**src/rtl/shift_seq_ctrl.sv**
```systemverilog
// Command sequencer for an 8-bit multi-mode shift register.
// cmd_* in, res_* out, sr_* drives the register, done_cnt counts results.
module shift_seq_ctrl #(
  parameter int AMT_W = 3,
  parameter int CNT_W = 16
) (
  input  logic             clk,
  input  logic             rst_n,
  input  logic             cmd_valid,
  output logic             cmd_ready,
  input  logic [2:0]       cmd_op,
  input  logic [7:0]       cmd_data,
  input  logic             cmd_in1,
  input  logic [AMT_W-1:0] cmd_amt,
  output logic             res_valid,
  input  logic             res_ready,
  output logic [7:0]       res_data,
  output logic             busy,
  output logic             sr_en,
  output logic [2:0]       sr_ctrl,
  output logic [7:0]       sr_din,
  output logic             sr_in1,
  input  logic [7:0]       sr_dout,
  output logic [CNT_W-1:0] done_cnt
);

  typedef enum logic [2:0] {
    S_IDLE,
    S_CLEAR,
    S_LOAD,
    S_SHIFT,
    S_DONE
  } state_t;

  state_t           state_q, state_d;
  logic [2:0]       op_q, op_d;
  logic [7:0]       data_q, data_d;
  logic             in1_q, in1_d;
  logic [AMT_W-1:0] amt_q, amt_d;
  logic [AMT_W-1:0] cnt_q, cnt_d;
  logic [CNT_W-1:0] done_q, done_d;

  always_ff @(posedge clk or negedge rst_n) begin
    if (!rst_n) begin
      state_q <= S_IDLE;
      op_q    <= '0;
      data_q  <= '0;
      in1_q   <= 1'b0;
      amt_q   <= '0;
      cnt_q   <= '0;
      done_q  <= '0;
    end else begin
      state_q <= state_d;
      op_q    <= op_d;
      data_q  <= data_d;
      in1_q   <= in1_d;
      amt_q   <= amt_d;
      cnt_q   <= cnt_d;
      done_q  <= done_d;
    end
  end

  always_comb begin
    state_d   = state_q;
    op_d      = op_q;
    data_d    = data_q;
    in1_d     = in1_q;
    amt_d     = amt_q;
    cnt_d     = cnt_q;
    done_d    = done_q;
    cmd_ready = 1'b0;
    res_valid = 1'b0;
    res_data  = 8'h00;
    sr_en     = 1'b0;
    sr_ctrl   = 3'b000;
    unique case (state_q)
      S_IDLE: begin
        cmd_ready = 1'b1;
        if (cmd_valid) begin
          op_d    = cmd_op;
          data_d  = cmd_data;
          in1_d   = cmd_in1;
          amt_d   = cmd_amt;
          cnt_d   = cmd_amt;
          state_d = (cmd_op == 3'b000) ? S_CLEAR : S_LOAD;
        end
      end
      S_CLEAR: begin
        sr_en   = 1'b1;
        sr_ctrl = 3'b000;
        state_d = S_DONE;
      end
      S_LOAD: begin
        sr_en   = 1'b1;
        sr_ctrl = 3'b001;
        if (op_q == 3'b001 || amt_q == '0)
          state_d = S_DONE;
        else
          state_d = S_SHIFT;
      end
      S_SHIFT: begin
        sr_en   = 1'b1;
        sr_ctrl = op_q;
        cnt_d   = cnt_q - AMT_W'(1);
        if (cnt_q == AMT_W'(1))
          state_d = S_DONE;
      end
      S_DONE: begin
        // sr_en is low here, so dout is stable.
        res_valid = 1'b1;
        res_data  = sr_dout;
        if (res_ready) begin
          state_d = S_IDLE;
          if (done_q != '1)
            done_d = done_q + CNT_W'(1);
        end
      end
      default: state_d = S_IDLE;
    endcase
  end

  assign busy     = (state_q != S_IDLE);
  assign sr_din   = data_q;
  assign sr_in1   = in1_q;
  assign done_cnt = done_q;

endmodule

```
**config.mk**
```make
export PLATFORM = sky130hd
export DESIGN_NAME = shift_seq_ctrl
export DESIGN_NICKNAME = d
export VERILOG_FILES = /design/src/rtl/shift_seq_ctrl.sv
export SDC_FILE = /design/constraint.sdc
export NUM_CORES = 1
export LEC_CHECK = 0
export ABC_AREA = 1
export ABC_CLOCK_PERIOD_IN_PS = 2300
export CORE_MARGIN = 5
export CORE_UTILIZATION = 60
export CTS_CLUSTER_SIZE = 14
export DETAILED_ROUTE_END_ITERATION = 10
export DONT_BUFFER_PORTS = 1
export GPL_TIMING_DRIVEN = 0
export PLACE_DENSITY_LB_ADDON = 0.1
export REMOVE_ABC_BUFFERS = 1
export SETUP_SLACK_MARGIN = 0.15
export SYNTH_ARGS = -nofsm -noshare
export SYNTH_HDL_FRONTEND = slang
export SYNTH_SLANG_ARGS = --single-unit
```
**constraint.sdc**
```tcl
create_clock -name clk -period 2.3 [get_ports clk]
set_input_delay 0.575 -clock clk [delete_from_list [all_inputs] [get_ports clk]]
set_output_delay 0.575 -clock clk [all_outputs]
set_load 0.01 [all_outputs]
```
## Word-level counts from Yosys, hierarchy flattened

Cells that the tools add are included.

| cells by class | value |
|---|---|
| add/sub/neg operators | 2 |
| eq/ne operators | 10 |
| multiplexer cells | 13 |
| reduce and logical (&&, ||, !) cells | 11 |

Operator list:

| operator | count |
|---|---|
| 16-bit by 1-bit adder with 16-bit output (second input constant) | 1 |
| 16-bit != test (second input constant) | 1 |
| 3-bit two-way mux | 5 |
| 3-bit one-hot mux with 5 select lines | 1 |
| 3-bit one-hot mux with 2 select lines | 2 |
| 3-bit by 1-bit equality test with 1-bit output (second input constant) | 3 |
| 3-bit zero test | 3 |
| 8-bit two-way mux | 1 |
| 3-bit by 2-bit equality test with 1-bit output (second input constant) | 2 |
| 2-bit != test (second input constant) | 3 |
| 3-bit AND reduction | 2 |
| 2-bit AND reduction | 2 |
| 3-bit equality test (second input constant) | 1 |
| 1-bit two-way mux | 3 |
| 3-bit nonzero test | 1 |
| 3-bit OR reduction | 1 |
| 3-bit by 1-bit subtractor with 3-bit output (second input constant) | 1 |
| 2-bit two-way mux | 1 |
| 2-bit nonzero test | 1 |
| 1-bit logical OR | 1 |

| word-level totals | value |
|---|---|
| flip-flop bits (word level) | 37 |
| input port bits | 27 |
| output and inout bits | 40 |
| word-level logic and storage cells | 43 |

## Longest topological paths before layout

| depth | value |
|---|---|
| depth in word-level cells | 4 |
| mapped depth | 9 |

## Worst setup path after synthesis

Ideal clock, no wire load.

| timing path | value |
|---|---|
| path kind | reg2reg |
| start | register done_q[0], in the netlist done_cnt[0] |
| end | register done_q[13], in the netlist done_cnt[13] |
| data arrival time | 1420 ps |
| slack | 763 ps |
| stages on the path, launching flop included | 10 |
| period minus slack after synthesis | 1537 ps |
| path through | dfrtp_1 ha_1 nand3_2 clkinv_2 nand2_4 nor2_8 nor2_8 buf_6 nand2_1 nand2_1 |

| on the way | value |
|---|---|
| cells in the longest elaborated chain, start to end | 2 |

Ends and longest elaborated chain:

| item | line | text |
|---|---|---|
| start, declared | 41 | `logic [CNT_W-1:0] done_q, done_d;` |
| start signal, assigned | 59 | `done_q <= done_d;` |
| parallel branches: the longest is 2 deep, another holds 16-bit by 1-bit adder with 16-bit output | n/a |  |

Parallel ways; which one is timed is not known.
A chain may end at the register's enable or synchronous reset.

## Worst setup path after layout

| timing path | value |
|---|---|
| start | register state_q[2] |
| end | output sr_ctrl[2] |

| on the way | value |
|---|---|
| cells in the longest elaborated chain, start to end | 2 |

Ends and longest elaborated chain:

| item | line | text |
|---|---|---|
| start, declared | 35 | `state_t state_q, state_d;` |
| start signal, assigned | 53 | `state_q <= state_d;` |
| 3-bit by 2-bit equality test with 1-bit output | 76 | `unique case (state_q)` |
| 3-bit one-hot mux with 2 select lines (*) | 76 |  |
| end, declared | 20 | `output logic [2:0] sr_ctrl,` |

Mark *: on every way between the ends. The rest lies on a longest branch, timed or not.

==> metrics.md <==
| Metric | Value |
|---|---|
| Outcome | complete, no violations |
| Via count | 1,773 |
| Cell taking the most area after synthesis | dfrtp_1 |
| Clock root buffer master | clkbuf_4 |
| Seq/Total Area, Yosys | 42.6% |
| Number of global-route vias before repair | 1,755 |
| Wirelength, routed | 4460 µm |
| CP required | 1.73 ns |
| Design area | 0.00232 mm² |
| Relative slew slack | 68.5% |
| GRT Total Usage | 20.0% |
| P&R area growth vs syn | 6.67% |
| Top cells by count, synth | nand2_1, dfrtp_1, inv_1 |
| Final ANT Viol Nets | 0 |
| Hold Vio Cnt, Final | 0 |
| Max-Cap Viols | 0 |
| Final non-filler cell total | 340 |
| Static leakage | 1.19 nW |
| Post-Place Cells | 331 |
| Initial core utilization | 63.7% |
| Unrepaired setup endpoints after global routing | false |
| Max VDD drop | 0.701 mV |
| Synth Flop Type | dfrtp_1 |
| Setup WS pre-CTS | 0.212 ns |
| Async SR Flop Fraction | 100% |
| Die H | 70.2 µm |
| Synth Warn # | 0 |
| CP Class | reg2out |
| Tightest Hold Check Type | in2async |
| Setup-failing EPs final | 0 |
| Wire length per cell | 13.1 µm |
| Mapped Cells | 290 |
| Dpl cell area | 0.00219 mm² |
| Final Max Tran Viols | 0 |
| Die width | 70.2 µm |
| Fill cells | 309 |
| CTS sink cnt | 37 |
| Pwr Density | 1170 mW/mm² |
| Routability-driven placement congestion ratio | 0.743 |
| Clock Power Share | 21.6% |
| Syn Std Cell Area | 0.00217 mm² |
| Port bufs | 0 |
| Startpoint Class | flop |
| Tightest Pin Transition | 0.470 ns |
| DIE AREA | 0.00493 mm² |
| Fin crit share | 86.4% |
| Clk slew on worst S/H paths | 0.12 ns |
| Final Power | 2.70 mW |
| Number of synthesized flops with an enable pin | 0 |
| CTS tree | yes |
| Met3 Usage GRT | 6.17% |
| RR Startpoint | done_cnt[0] |
| Tmin final | 1.99 ns |
| FF-to-FF path depth | 7 |
| CTS Buf Count | 5 |
| Synthesis-stage register bit count | 37 |
| 1st-pass router iterations | 4 |
| Comb pwr share | 32.5% |
| Core area | 0.00342 mm² |
| Critical R2R Capture | done_cnt[2] |
| Final Core Density | 67.9% |
| Internal power | 1.55 mW |
| Most numerous cell in the Yosys netlist | nand2_1 |
| Initial antenna violation count | 0 |
| Pin count of the biggest net entering global routing | 38 |
| Residual DRC | 0 |
| Dpl hpwl | 3280 µm |
| Switching power | 1.15 mW |
| CTS Buffer Depth | 2 |
| Gr busiest metal | met2 |
| Fin nets | 323 |
| Worst clock skew | 0.00739 ns |
| Switching Fraction | 42.7% |
| Worst skew pair latency | 0.36 ns |
| CP Max Fanout | 8 |
| Detailed Route Iter0 Violations | 76 |
| # IOs | 67 |
| Met2 Track Usage GR | 31.1% |
| Setup slack, reg-to-reg | 0.39 ns |
| Standard-cell row count | 21 |
| Syn Area/Cell | 7.50 µm² |
| Number of H-tree levels | 2 |
| GR met1 Demand/Resource | 25.2% |
| Via/cell ratio | 5.21 |
| Overflow after GRT | 0 |
| Worst Hold Slack | 0.0257 ns |
| Post-synth cell types | 26 |
| Top-area cell type share of the netlist area | 42.6% |
| Critical Path End Type | output pin |
| F_max | 503 MHz |
| Final worst slack | 0.313 ns |
| Setup_tns | 0 ns |
| Share of post-route cells with drive strength above 1 | 14.3% |
| Synth top area cells | dfrtp_1, nand2_1, inv_1 |
| Reg power frac | 45.9% |
| First-pass GRT wire length | 7900 µm |
| CP arrival | 1.41 ns |
| Diodes inserted | 0 |
[registers in the layout, indices dropped and copies added, names as in the netlist]
name	flops
sr_in1	1
done_cnt	16
sr_din	8
state_q	3
amt_q	3
op_q	3
cnt_q	3
[kinds of logic (layout without fill, tap and decap cells)]
family | Yosys count | count (layout) | share of synthesized area, %
AOI/OAI and AO/OA | 23 | 23 | 6.90
xor gates and xnor gates | 5 | 5 | 2.01
adders and majority gates | 3 | 3 | 1.73
buffers and inverters | 45 | 49 | 9.15
DFF | 37 | 37 | 42.6
and+or+nand+nor | 177 | 177 | 37.6
[critical path, cell delays in order (launching register included)]
cell and delay, ns:
dfrtp_1 0.43, inv_1 0.12, nand3_1 0.23, nor2_1 0.27
[placed cells by master (no fill, tap or decap), drive strengths merged]
master and instances:
clkbuf 5, a21oi 2, ha 3, o21ai 19, dfrtp 37, xnor2 3
nand4 6, nand2 114, xor2 2, buf 1, nor2 38, nor3 2
o211ai 2, clkinv 2, inv 39, bufinv 2, nand3 17
[repair_timing]
item	CTS	global route
setup endpoints to repair	0	7
setup buffers	0	0
endpoints found under the hold margin	37	0
hold buffers	1	0
resized for setup	0	1
[power by group through the flow]
| stage | clock, mW | sequential, mW | combinational (mW) |
|---|---|---|---|
| global route | 0.619 | 1.28 | 1.03 |
| global placement | 0 | 1.25 | 0.836 |
| floorplan | 0 | 1.18 | 0.728 |
| detailed placement | 0 | 1.25 | 0.870 |
| CTS | 0.598 | 1.24 | 0.894 |
| finish | 0.584 | 1.24 | 0.879 |
[worst max path at each step]
stage                start           to  slack [ns]  cells after the start
4_1_cts        done_cnt[0]  done_cnt[2]        0.18                      7
3_5_place_dp   done_cnt[0]  done_cnt[2]        0.21                      7
5_1_grt         state_q[2]   sr_ctrl[1]        0.22                      3
2_1_floorplan  done_cnt[0]  done_cnt[2]        0.60                      7
6_report        state_q[2]   sr_ctrl[2]        0.31                      3
3_3_place_gp   done_cnt[0]  done_cnt[2]        0.32                      7
[layer usage]
| metal | vias up | wire [µm] |
|---|---|---|
| met5 | - | 0 |
| met4 | 0 | 70 |
| met3 | 5 | 375 |
| met2 | 60 | 2010 |
| met1 | 806 | 2010 |
| li1 | 902 | - |
[layout make-up]
class	instances	area (µm²)	area share, %
Clock buffer	5	37.5	1.62
Clock inverter	3	68.8	2.97
Inverter	40	153	6.58
Multi-Input combinational cell	208	1060	45.6
Sequential cell	37	926	39.9
Tap cell	46	57.6	2.48
Timing Repair Buffer	1	20.0	0.863
No activity file was read; power rests on OpenSTA's default activity.
